## src/rtl/cpu_pkg.sv

```systemverilog
// Shared definitions for the accumulator CPU: opcodes, FSM states, immediate helper.
package cpu_pkg;

  localparam int unsigned IR_W      = 8;
  localparam int unsigned OP_W      = 4;
  localparam int unsigned IMM_EXT_W = 64;

  localparam logic [OP_W-1:0] OP_NOP = 4'h0;
  localparam logic [OP_W-1:0] OP_LDA = 4'h1;
  localparam logic [OP_W-1:0] OP_STA = 4'h2;
  localparam logic [OP_W-1:0] OP_ADD = 4'h3;
  localparam logic [OP_W-1:0] OP_SUB = 4'h4;
  localparam logic [OP_W-1:0] OP_AND = 4'h5;
  localparam logic [OP_W-1:0] OP_OR  = 4'h6;
  localparam logic [OP_W-1:0] OP_XOR = 4'h7;
  localparam logic [OP_W-1:0] OP_LDI = 4'h8;
  localparam logic [OP_W-1:0] OP_LDM = 4'h9;
  localparam logic [OP_W-1:0] OP_STM = 4'hA;
  localparam logic [OP_W-1:0] OP_JMP = 4'hB;
  localparam logic [OP_W-1:0] OP_JZ  = 4'hC;
  localparam logic [OP_W-1:0] OP_JC  = 4'hD;
  localparam logic [OP_W-1:0] OP_SHL = 4'hE;
  localparam logic [OP_W-1:0] OP_HLT = 4'hF;

  typedef enum logic [2:0] {
    ST_BOOT  = 3'd0,
    ST_FETCH = 3'd1,
    ST_EXEC  = 3'd2,
    ST_MEM   = 3'd3,
    ST_HALT  = 3'd4
  } state_e;

  // Sign-extend the 4-bit instruction field; callers truncate to their width.
  function automatic logic [IMM_EXT_W-1:0] sext_imm(input logic [3:0] fld);
    return {{(IMM_EXT_W-4){fld[3]}}, fld};
  endfunction

endpackage

```

## src/rtl/alu_p.sv

```systemverilog
// Combinational ALU: arithmetic/logic/shift on accumulator (a) and operand (b).
module alu_p
  import cpu_pkg::*;
#(
  parameter int unsigned DATA_W = 8
) (
  input  logic [DATA_W-1:0] a,
  input  logic [DATA_W-1:0] b,
  input  logic [OP_W-1:0]   op,
  output logic [DATA_W-1:0] y,
  output logic              carry,
  output logic              zero
);

  logic [DATA_W:0] sum_c;

  // Result select; ops without their own case pass b through (LDA, LDI).
  always_comb begin
    y     = b;
    carry = 1'b0;
    sum_c = '0;
    case (op)
      OP_ADD: begin
        sum_c = {1'b0, a} + {1'b0, b};
        y     = sum_c[DATA_W-1:0];
        carry = sum_c[DATA_W];
      end
      OP_SUB: begin
        sum_c = {1'b0, a} - {1'b0, b};
        y     = sum_c[DATA_W-1:0];
        carry = sum_c[DATA_W];
      end
      OP_AND: y = a & b;
      OP_OR:  y = a | b;
      OP_XOR: y = a ^ b;
      OP_SHL: begin
        y     = {a[DATA_W-2:0], 1'b0};
        carry = a[DATA_W-1];
      end
      default: y = b;
    endcase
  end

  assign zero = (y == '0);

endmodule

```

## src/rtl/acc_cpu_core.sv

```systemverilog
// Multi-cycle accumulator CPU with register file, Z/C flags and req/ack memory port.
module acc_cpu_core
  import cpu_pkg::*;
#(
  parameter int unsigned DATA_W = 8,
  parameter int unsigned ADDR_W = 8,
  parameter int unsigned NREG   = 4
) (
  input  logic              clk,
  input  logic              rst,
  output logic              mem_req,
  output logic              mem_we,
  output logic [ADDR_W-1:0] mem_addr,
  output logic [DATA_W-1:0] mem_wdata,
  input  logic [DATA_W-1:0] mem_rdata,
  input  logic              mem_ack,
  output logic              halted,
  output logic [2:0]        dbg_state,
  output logic [DATA_W-1:0] dbg_acc
);

  localparam int unsigned RSEL_W = $clog2(NREG);

  state_e              state_q, state_d;
  logic [ADDR_W-1:0]   pc_q, pc_d;
  logic [IR_W-1:0]     ir_q, ir_d;
  logic [DATA_W-1:0]   acc_q, acc_d;
  logic                z_q, z_d, c_q, c_d;
  logic [DATA_W-1:0]   rf_q [NREG];
  logic                rf_we;
  logic                mem_req_q, mem_req_d, mem_we_q, mem_we_d, halted_q, halted_d;
  logic [ADDR_W-1:0]   mem_addr_q, mem_addr_d;
  logic [RSEL_W-1:0]   rsel_n;

  logic [OP_W-1:0]     op;
  logic [RSEL_W-1:0]   rsel;
  logic [DATA_W-1:0]   rval, imm_d, alu_b, alu_y;
  logic [ADDR_W-1:0]   imm_a;
  logic                alu_c, alu_z, hs;

  assign op    = ir_q[7:4];
  assign rsel  = ir_q[RSEL_W-1:0];
  assign rval  = rf_q[rsel];
  assign imm_d = DATA_W'(sext_imm(ir_q[3:0]));
  assign imm_a = ADDR_W'(sext_imm(ir_q[3:0]));
  assign alu_b = (op == OP_LDI) ? imm_d : rval;
  assign hs    = mem_req_q && mem_ack;

  alu_p #(.DATA_W(DATA_W)) u_alu (
    .a     (acc_q),
    .b     (alu_b),
    .op    (op),
    .y     (alu_y),
    .carry (alu_c),
    .zero  (alu_z)
  );

  // Next-state, datapath update and next values of the registered outputs.
  always_comb begin
    state_d = state_q;
    pc_d    = pc_q;
    ir_d    = ir_q;
    acc_d   = acc_q;
    z_d     = z_q;
    c_d     = c_q;
    rf_we   = 1'b0;
    case (state_q)
      ST_BOOT:  state_d = ST_FETCH;
      ST_FETCH: if (hs) begin
        ir_d    = mem_rdata[IR_W-1:0];
        pc_d    = pc_q + ADDR_W'(1);
        state_d = ST_EXEC;
      end
      ST_EXEC: begin
        state_d = ST_FETCH;
        case (op)
          OP_LDA, OP_AND, OP_OR, OP_XOR, OP_LDI: begin
            acc_d = alu_y;
            z_d   = alu_z;
          end
          OP_ADD, OP_SUB, OP_SHL: begin
            acc_d = alu_y;
            z_d   = alu_z;
            c_d   = alu_c;
          end
          OP_STA:         rf_we   = 1'b1;
          OP_LDM, OP_STM: state_d = ST_MEM;
          OP_JMP:         pc_d    = pc_q + imm_a;
          OP_JZ:          if (z_q) pc_d = pc_q + imm_a;
          OP_JC:          if (c_q) pc_d = pc_q + imm_a;
          OP_HLT:         state_d = ST_HALT;
          default:        ;
        endcase
      end
      ST_MEM: if (hs) begin
        state_d = ST_FETCH;
        if (op == OP_LDM) begin
          acc_d = mem_rdata;
          z_d   = (mem_rdata == '0);
        end
      end
      ST_HALT: state_d = ST_HALT;
      default: state_d = ST_BOOT;
    endcase

    rsel_n     = ir_d[RSEL_W-1:0];
    mem_req_d  = (state_d == ST_FETCH) || (state_d == ST_MEM);
    mem_we_d   = (state_d == ST_MEM) && (ir_d[7:4] == OP_STM);
    mem_addr_d = (state_d == ST_MEM) ? ADDR_W'(rf_q[rsel_n]) : pc_d;
    halted_d   = (state_d == ST_HALT);
  end

  // State, datapath and output registers with asynchronous reset.
  always_ff @(posedge clk or posedge rst) begin
    if (rst) begin
      state_q    <= ST_BOOT;
      pc_q       <= '0;
      ir_q       <= '0;
      acc_q      <= '0;
      z_q        <= 1'b0;
      c_q        <= 1'b0;
      mem_req_q  <= 1'b0;
      mem_we_q   <= 1'b0;
      mem_addr_q <= '0;
      halted_q   <= 1'b0;
      for (int i = 0; i < NREG; i++) rf_q[i] <= '0;
    end else begin
      state_q    <= state_d;
      pc_q       <= pc_d;
      ir_q       <= ir_d;
      acc_q      <= acc_d;
      z_q        <= z_d;
      c_q        <= c_d;
      mem_req_q  <= mem_req_d;
      mem_we_q   <= mem_we_d;
      mem_addr_q <= mem_addr_d;
      halted_q   <= halted_d;
      if (rf_we) rf_q[rsel] <= acc_q;
    end
  end

  assign mem_req   = mem_req_q;
  assign mem_we    = mem_we_q;
  assign mem_addr  = mem_addr_q;
  assign mem_wdata = acc_q;
  assign halted    = halted_q;
  assign dbg_state = state_q;
  assign dbg_acc   = acc_q;

endmodule

```

## config.mk

```make
export PLATFORM = sky130hd
export DESIGN_NAME = acc_cpu_core
export DESIGN_NICKNAME = d
export VERILOG_FILES = /design/src/rtl/cpu_pkg.sv /design/src/rtl/alu_p.sv /design/src/rtl/acc_cpu_core.sv
export SDC_FILE = /design/constraint.sdc
export NUM_CORES = 1
export LEC_CHECK = 0
export ABC_AREA = 1
export CORE_MARGIN = 8
export CORE_UTILIZATION = 50
export DETAILED_ROUTE_END_ITERATION = 7
export MAX_ROUTING_LAYER = met4
export PLACE_DENSITY = 0.72
export SYNTH_ARGS = -nofsm -noshare
export SYNTH_HDL_FRONTEND = slang
export SYNTH_HIERARCHICAL = 1
export SYNTH_SLANG_ARGS = --single-unit
```

## constraint.sdc

```tcl
create_clock -name clk -period 2.6 [get_ports clk]
set_input_delay 0.52 -clock clk [delete_from_list [all_inputs] [get_ports clk]]
set_output_delay 0.52 -clock clk [all_outputs]
set_load 0.005 [all_outputs]
```

After elaboration in Yosys (flattened, before gate mapping)
Cells that the tools add are included.
{"block": "word_totals", "out_inout_bits": 30, "word_cells": 101, "ff_bits": 72}
{"block": "classes", "n_lt_le_gt_ge": 3, "n_reduce_logical": 14, "addsub": 4, "eq_ne": 26, "mux": 34, "bitwise_logic": 5}
{"op": "8-bit 2-to-1 mux", "n": 15}
{"op": "8-bit one-hot mux with 6 select lines", "n": 1}
{"op": "4-bit == test (second input constant)", "n": 9}
{"op": "8-bit binary-select mux with 2-bit select", "n": 2}
{"op": "32-bit bitwise mux", "n": 1}
{"op": "8-bit one-hot mux with 2 select lines", "n": 2}
{"op": "8-bit one-hot mux with 3 select lines", "n": 1}
{"op": "8-bit demux with 2-bit select", "n": 1}
{"op": "4-bit by 3-bit == test with 1-bit output (second input constant)", "n": 4}
{"op": "8-bit zero test", "n": 2}
{"op": "3-bit one-hot mux with 5 select lines", "n": 1}
{"op": "8-bit by 8-bit adder with 9-bit output", "n": 1}
{"op": "3-bit by 2-bit == test with 1-bit output (second input constant)", "n": 3}
{"op": "8-bit by 8-bit subtractor with 9-bit output", "n": 1}
{"op": "8-bit by 1-bit adder with 8-bit output (second input constant)", "n": 1}
{"op": "8-bit adder", "n": 1}
{"op": "8-bit bitwise AND", "n": 1}
{"op": "4-bit by 2-bit == test with 1-bit output (second input constant)", "n": 2}
{"op": "8-bit OR", "n": 1}
{"op": "8-bit OR reduction", "n": 1}
{"op": "8-bit XOR", "n": 1}
{"op": "3-bit by 1-bit == test with 1-bit output (second input constant)", "n": 2}
{"op": "3-bit == test (second input constant)", "n": 2}
{"op": "3-bit >= comparator (second input constant)", "n": 2}
{"op": "17 further kinds", "n": 28}

Depth between registers and ports, before layout
Gate-level depths: netlist of run 1.
{"block": "depth", "word_depth": 10, "ltp_mapped": 22, "mapped_depth_nobuf": 22}

By module
Netlist of run 1, hierarchy kept.
{"mod": "acc_cpu_core", "cells_per_inst": 559, "seq_area_each_um2": 1801.7, "n_inst": 1, "area_each_um2": 4365.4}
{"mod": "alu_p", "cells_per_inst": 273, "seq_area_each_um2": 0.0, "n_inst": 1, "area_each_um2": 1478.9}

Worst setup path before layout of run 1
No wires, ideal clock.
{"block": "synth_path", "path_kind": "register to register", "from": "reg ir_q[0]", "to": "reg z_q", "t_arrival_ns": 2.653, "setup_slack_ns": -0.177, "n_path_buf": 1, "stages_incl_launch_ff": 20, "setup_ns": 0.123, "cell_sequence": "dfrtp_1 -> nor2_1 -> inv_1 -> o2bb2ai_1 -> o21ai_0 -> nand2_1 -> inv_1 -> ha_1 -> clkbuf_2 -> or2_2 -> nand3b_1 -> nand2_1 -> nand2_1 -> nand3_1 -> nand3_1 -> nand2_1 -> nand3_1 -> nor2_1 -> o21ai_0 -> o21ai_2"}
{"block": "synth_between", "elab_chain_cells": 10, "elab_cells_between_ends": 14, "cone_classes": "2 x add/sub; 7 x mux; 4 x bitwise; 1 x reduce/logical"}
{"item": "start: declaration", "line": "acc_cpu_core.sv:26", "rtl": "logic [IR_W-1:0] ir_q, ir_d;"}
{"item": "start signal: assignment", "line": "acc_cpu_core.sv:130", "rtl": "ir_q <= ir_d;"}
{"item": "2-bit inverter with 3-bit output (not written as such) (*)", "line": "acc_cpu_core.sv:43", "rtl": "assign rval = rf_q[rsel];"}
{"item": "8-bit binary-select mux with 2-bit select (*)", "line": "acc_cpu_core.sv:43"}
{"item": "8-bit 2-to-1 mux (not written as such) (*) (2 in a row)", "line": "acc_cpu_core.sv:43"}
{"item": "8-bit 2-to-1 mux (*)", "line": "acc_cpu_core.sv:46", "rtl": "assign alu_b = (op == OP_LDI) ? imm_d : rval;"}
{"item": "net alu_b[3]", "line": "acc_cpu_core.sv:37", "rtl": "logic [DATA_W-1:0] rval, imm_d, alu_b, alu_y;"}
{"item": "8-bit by 8-bit subtractor with 9-bit output (tied with other cells)", "line": "alu_p.sv:29", "rtl": "sum_c = {1'b0, a} - {1'b0, b};"}
{"item": "8-bit one-hot mux with 6 select lines (*)", "line": "alu_p.sv:22", "rtl": "case (op)"}
{"item": "8-bit zero test (*)", "line": "alu_p.sv:44", "rtl": "assign zero = (y == '0);"}
{"item": "net alu_z", "line": "acc_cpu_core.sv:39", "rtl": "logic alu_c, alu_z, hs;"}
{"item": "1-bit 2-to-1 mux (*)", "line": "acc_cpu_core.sv:76", "rtl": "case (op)"}
{"item": "1-bit one-hot mux with 2 select lines (*)", "line": "acc_cpu_core.sv:67", "rtl": "case (state_q)"}
{"item": "end signal: assignment", "line": "acc_cpu_core.sv:132", "rtl": "z_q <= z_d;"}
{"item": "end: declaration", "line": "acc_cpu_core.sv:28", "rtl": "logic z_q, z_d, c_q, c_d;"}
Mark *: on every way through the listed nets, which the timed path passes. The rest lies on a longest branch. The select of a mux whose other input is x is not followed.
A chain may end at the register's enable or synchronous reset.

Worst setup path after layout of run 1
{"block": "layout_path", "from": "reg ir_q[7]", "to": "reg z_q"}
{"block": "layout_between", "elab_chain_cells": 7, "elab_cells_between_ends": 23, "cone_classes": "2 x add/sub; 11 x eq/ne; 4 x mux; 3 x bitwise; 3 x reduce/logical"}
{"item": "4-bit == test (*)", "line": "acc_cpu_core.sv:46"}
{"item": "8-bit 2-to-1 mux (*)", "line": "acc_cpu_core.sv:46"}
{"item": "net alu_b[0]", "line": "acc_cpu_core.sv:37"}
{"item": "8-bit by 8-bit subtractor with 9-bit output / 8-bit by 8-bit adder with 9-bit output (equally long branches)", "line": "alu_p.sv:29, alu_p.sv:24"}
{"item": "8-bit one-hot mux with 6 select lines (*)", "line": "alu_p.sv:22"}
{"item": "net alu_y[2]", "line": "acc_cpu_core.sv:37"}
{"item": "8-bit zero test (*)", "line": "alu_p.sv:44"}
{"item": "net alu_z", "line": "acc_cpu_core.sv:39"}
{"item": "1-bit 2-to-1 mux (*)", "line": "acc_cpu_core.sv:76"}
{"item": "1-bit one-hot mux with 2 select lines (*)", "line": "acc_cpu_core.sv:67"}
Marks and branches as above.

==> summary.txt, run 1 <==
Fmax: 0.352 GHz
Syn Inst Count: 832
Slew @ Worst Pin: 0.708 ns
DR pass1 iterations: 8
Reg-to-Reg End: z_q$_DFFE_PP0P_
Failing checks: DRC, setup timing
Wire length per cell: 17.5 microns
Post-synth top area share: 0.308
Vias in the first global route: 5,817
Setup tns final: -0.971 ns
Max Cap Viol: 0
CTS buffer count: 9
Clock slew at reported path FFs: 0.06 ns
Main synth FF type: dfrtp_1
Switch Pwr: 0.00427 W
Syn_nets: 879
Vias per cell: 5.63
Sequential share of the synthesized area: 0.308
Critical path's slowest cell: dfrtp_2
Synth area leaders: dfrtp_1 31%, nand2_1 16%, inv_1 7.3%
Die Width: 124 microns
WL final: 19,100 microns
Critical Path End: z_q$_DFFE_PP0P_
Root buffer cell: clkbuf_16
Finished Layout Cells: 1,091
Peak VDD IR: 0.797 mV
Synthesized area per cell: 7.02 sq um
Layout cell share with drive strength beyond 1: 0.291
Via count: 6,144
Final max-slew violation count: 0
Number of routed nets with antenna violations: 0
Fin util: 0.673
Die height: 124 microns
CP Depth: 18
Critical Path End Type: flip-flop
CP arrival: 3.12 ns
Pre-CTS worst setup slack: -0.366 ns
Global-route wire length before repair: 29,800 microns
H-tree levels: 3
Number of synthesized flops with an enable pin: 0
Total grt overflow: 0
Combinational share of power: 0.656
Sequential power share: 0.193
Setup Viol. Count Final: 9
Initial core utilization: 0.512
Residual DRC count: 2
Initial antenna violation count: 0
Largest net degree at the start of global routing: 73
Worst-Skew Late Latency: 0.35 ns
Period Utilization, post-route: 1.09
Worst setup margin: -0.243 ns
Crit-path leading delay family: simple AND/OR/NAND/NOR gates
Worst reg2reg path depth: 18
Number of diodes: 0
CP Cell Sequence: inv_4 -> nor2_4 -> nand2_4 -> inv_6 -> a21oi_1 -> a22oi_2 -> ha_2 -> fa_2 -> buf_6 -> nor2_4 -> nor3b_2 -> nor2_1 -> nand3_1 -> nor2_2 -> nand3_1 -> nor2_1 -> o21ai_1 -> o21ai_2
Post-synth cell types: 48
CP max FO: 6
Setup CP Type: flip-flop to flip-flop
Crit path from: ir_q[7]$_DFF_PP0_
Leak pwr: 3.68 nW
Total GRT Usage: 0.255
Int Power: 0.00467 W
Layout Nets: 990
Headroom to the max-slew limit: 0.527
Commonest non-fill, non-tap cells in the layout: 221 x nand2_1, 99 x inv_1, 78 x buf_4
Yosys reg bits: 72
Reg2Reg Setup Slack: -0.24 ns
Core ar.: 11,400 sq um
Worst EP required: 2.88 ns
Post-synth top area cell: dfrtp_1
RSZ-0062 raised after global routing: yes
# IOs: 41
Synthesis-to-layout area growth: 31.5%
Final Hold Viols: 0
Count of yosys warnings during synthesis: 6
Power Density: 1160 nW/um^2
Status: finished with violations
Hold Crit Class: flip-flop to flip-flop
Setup Skew: 0.0122 ns
CTS tree: yes
Placer Congestion: 0.942
Row count: 39
CP max stage delay: 0.42 ns
Synthesized area: 5840 sq um
Iteration-0 DRC count of the detailed router: 533
Buf/Inv on CP: 3
FFs w/ async S/R, synth: 1.00
Commonest non-fill, non-tap cell in the layout: nand2_1
Placed cell count: 1,051
CTS sink count: 72
Post-detail-place hpwl: 13,300 microns
Clock share of power: 0.151
WHS: 0.492 ns
Fin crit period: 2.84 ns
PortBufs: 40
Switching fraction of total power: 0.478
Reg2reg start: ir_q[7]$_DFF_PP0_
Die area: 15,400 sq um
Startpoint types: flip-flop
Clk buf depth: 2
## worst min-delay path: cells and delay by family, from the launching register on
kind / cells / cell delay [ns]
AO/OA/AOI/OAI: 1 / 0.06
flip-flops: 1 / 0.34
AND/OR/NAND/NOR: 1 / 0.05
## stage by stage
step	cell area, sq um	power, W
after detailed placement	6760	0.00668
after floorplan	5890	0.00496
after global routing	7690	0.00953
after CTS	7390	0.00845
final	7690	0.00894
after global placement	6760	0.00658
## cells by family after synthesis
kind of cell / synth area share
xor gates and xnor gates: 0.00300
and+or+nand+nor: 0.342
AOI/OAI and AO/OA: 0.146
DFF: 0.308
adders and majority gates: 0.0809
buffers and inverters: 0.119
## cell type report
type | instances | area (sq um)
flip-flops and latches | 72 | 1810
clock inverters | 5 | 82.6
multi-input cells | 603 | 3760
clock buffers | 11 | 233
repair buffers | 127 | 1100
fillers | 956 | 3730
well taps | 143 | 179
inverters | 130 | 514
## cell usage after synthesis, drive strengths merged (8+ instances only)
cell / count
nor3: 8
buf: 22
o211ai: 17
a21oi: 17
nor2: 50
nand2: 265
nand4: 12
ha: 33
nand3b: 11
dfrtp: 72
inv: 127
o2bb2ai: 10
nand3: 77
o21ai: 82
## routing by layer
layer  vias up  wire [microns]  GRT usage
li1       2912               -          -
met1      2894            7990      0.313
met2       271            9180      0.414
met3        67            1170     0.0367
met4         0             743      0.106
met5         -               0          -
## flip-flops by register name (all words and copies together), names as in the netlist, 3 cells and up
| name | count |
|---|---|
| rf_q | 32 |
| pc_q | 8 |
| dbg_state | 3 |
| ir_q | 8 |
| dbg_acc | 8 |
| mem_addr | 8 |
## power by group through the flow
stage                     registers (W)  clock network (W)  logic (W)
after detailed placement        0.00172                  0    0.00496
after CTS                       0.00171            0.00135    0.00540
after global routing            0.00176            0.00140    0.00637
after global placement          0.00170                  0    0.00488
after floorplan                 0.00178                  0    0.00318
final                           0.00172            0.00135    0.00587
## how the worst min path moves through the flow
| stage | start | to | slack, ns | cells past startpoint |
|---|---|---|---|---|
| final | rf_q[29]$_DFFE_PP0P_ | rf_q[29]$_DFFE_PP0P_ | 0.49 | 2 |
| after global routing | rf_q[28]$_DFFE_PP0P_ | rf_q[28]$_DFFE_PP0P_ | 0.52 | 2 |
| after CTS | rf_q[29]$_DFFE_PP0P_ | rf_q[29]$_DFFE_PP0P_ | 0.49 | 2 |
| after detailed placement | rf_q[29]$_DFFE_PP0P_ | rf_q[29]$_DFFE_PP0P_ | 0.48 | 2 |
| after global placement | rf_q[29]$_DFFE_PP0P_ | rf_q[29]$_DFFE_PP0P_ | 0.47 | 2 |
| after floorplan | rf_q[28]$_DFFE_PP0P_ | rf_q[28]$_DFFE_PP0P_ | 0.45 | 2 |
## timing repair
item | in CTS | in global routing
gates resized for setup | 64 | 69
buffers inserted | 16 | 10
cloned | 0 | 0
hold buffers | 0 | 0
pin swaps | 29 | 54
endpoints found under the setup margin | 9 | 10
Note: power is estimated with default switching activity, not from simulation.
==> run 2, diff against run 1 <==
Settings changed: CAP_MARGIN set to 15, CORE_ASPECT_RATIO set to 2, PLACE_DENSITY 0.72 to 0.7.
Clock period 2.6 ns to 2.63 ns, I/O delays scaled along.
==> run 2 against run 1 <==
  * The run ends with setup timing left
  * Worst setup slack worse by 0.062 ns
  * Non-clock buffer count grew 12
  * Critical endpoint unchanged
  * Maximum frequency is 3.1% lower
==> summary.txt, run 2 (synthesis results as in run 1) <==
Status: finished with violations
Failing checks: setup timing
Worst path most repeated cell: nand2_1
Final max-slew violation count: 0
Residual DRC count: 0
Finished Layout Cells: 1,105
Die area: 15,600 sq um
Reg2reg start: ir_q[0]$_DFF_PP0_
CTS buffer count: 9
Worst EP required: 2.90 ns
Startpoint types: flip-flop
Die Width: 92.5 microns
Setup Skew: 0.00742 ns
Commonest non-fill, non-tap cells in the layout: 225 x nand2_1, 99 x inv_1, 88 x buf_4
Die height: 169 microns
Total grt overflow: 0
PortBufs: 40
Worst reg2reg path depth: 21
Reg2Reg Setup Slack: -0.30 ns
Worst-Skew Late Latency: 0.33 ns
Period Utilization, post-route: 1.12
Number of diodes: 0
Fmax: 0.341 GHz
Row count: 56
Initial antenna violation count: 0
Setup tns final: -1.77 ns
Slew @ Worst Pin: 0.642 ns
Total GRT Usage: 0.224
Commonest non-fill, non-tap cell in the layout: nand2_1
Layout Nets: 1,002
Hold_buf cts: 0
Wire length per cell: 16.2 microns
Core ar.: 11,600 sq um
Crit path from: ir_q[0]$_DFF_PP0_
Critical path's slowest cell: fa_1
Clk buf depth: 2
H-tree levels: 3
CP max stage delay: 0.50 ns
Most flop-heavy register: rf_q
Max Cap Viol: 0
Vias in the first global route: 5,592
CP Cell Sequence: inv_2 -> nand2_4 -> inv_4 -> nand2_1 -> nand2_1 -> a21oi_2 -> a22oi_2 -> buf_6 -> ha_4 -> fa_1 -> nand3b_1 -> nand2_1 -> nor2_1 -> nand2_1 -> nand2_2 -> nand2_2 -> nor2_2 -> nand3_1 -> nor2_1 -> o21ai_1 -> o21ai_2
Setup Viol. Count Final: 9
Synthesis-to-layout area growth: 34.6%
Via count: 6,058
CP max FO: 6
Global-route wire length before repair: 27,500 microns
Fin crit period: 2.93 ns
Iteration-0 DRC count of the detailed router: 360
Clock slew at reported path FFs: 0.06 ns
Initial core utilization: 0.506
Vias per cell: 5.48
Layout cell share with drive strength beyond 1: 0.296
Placer Congestion: 0.916
WL final: 17,900 microns
Leak pwr: 3.77 nW
Headroom to the max-slew limit: 0.571
Critical Path End Type: flip-flop
Reg-to-Reg End: z_q$_DFFE_PP0P_
Worst setup margin: -0.305 ns
Placed cell count: 1,067
Hold Crit Class: flip-flop to flip-flop
Max reg flops: 32
Hold_sp: rf_q[29]$_DFFE_PP0P_
CTS sink count: 72
CP arrival: 3.20 ns
Post-detail-place hpwl: 12,700 microns
Peak VDD IR: 0.829 mV
Power Total: 0.00902 W
RSZ-0062 raised after global routing: yes
DR pass1 iterations: 6
Number of routed nets with antenna violations: 0
CTS tree: yes
Setup CP Type: flip-flop to flip-flop
Root buffer cell: clkbuf_16
Final Hold Viols: 0
Largest net degree at the start of global routing: 73
# IOs: 41
Fillers: 970
Critical Path End: z_q$_DFFE_PP0P_
Power Density: 1150 nW/um^2
==> run 2: metrics by stage <==
stage | area (sq um) | util | hold WS, ns | worst slack [ns]
finish | 7860 | 0.680 | 0.494 | -0.305
CTS | 7370 | 0.637 | 0.493 | -0.170
floorplan | 5870 | - | 0.453 | 0.000250
detailed placement | 6840 | 0.592 | 0.479 | -0.414
global route | 7860 | 0.680 | 0.513 | -0.445
global placement | 6840 | 0.592 | 0.472 | -0.362
==> run 2: worst min path at each step <==
stage                     depth (start not counted)                    to  slack (ns)
final                                             2  rf_q[29]$_DFFE_PP0P_        0.49
after global routing                              2  rf_q[11]$_DFFE_PP0P_        0.51
after CTS                                         2  rf_q[11]$_DFFE_PP0P_        0.49
after detailed placement                          2  rf_q[31]$_DFFE_PP0P_        0.48
after global placement                            2  rf_q[30]$_DFFE_PP0P_        0.47
after floorplan                                   2  rf_q[28]$_DFFE_PP0P_        0.45
==> run 2: layout make-up <==
class	instances	area (sq um)	share of cell area
Clock buffer	10	229	0.0291
Clock inverter	6	116	0.0148
Inverter	130	520	0.0662
Multi-Input combinational cell	603	3800	0.484
Sequential cell	72	1810	0.230
Tap cell	145	181	0.0231
Timing Repair Buffer	139	1200	0.153
==> run 2: timing repair <==
| item | CTS | global route |
|---|---|---|
| setup endpoints to repair | 9 | 9 |
| resized for setup | 41 | 99 |
| pin swaps | 25 | 52 |
| setup buffers | 6 | 18 |
==> run 2: where the power goes <==
group          switching [W]  internal (W)  total (W)
sequential          0.000297       0.00140    0.00170
combinational        0.00336       0.00254    0.00590
clock               0.000486      0.000934    0.00142
total                0.00414       0.00488    0.00902
==> run 2: critical path, delay by kind of cell, from the launching register on <==
kind                       cells  cell delay [ns]
buffers and inverters          3             0.28
AOI/OAI and AO/OA              4             0.43
and+or+nand+nor               12             1.00
adders and majority gates      2             0.66
DFF                            1             0.49
==> run 2: layer usage <==
layer	wire length, microns	global-route usage	up-vias
met5	0	-	-
met1	7340	0.269	2850
li1	-	-	2938
met3	910	0.0302	49
met2	9030	0.374	221
met4	658	0.0763	0
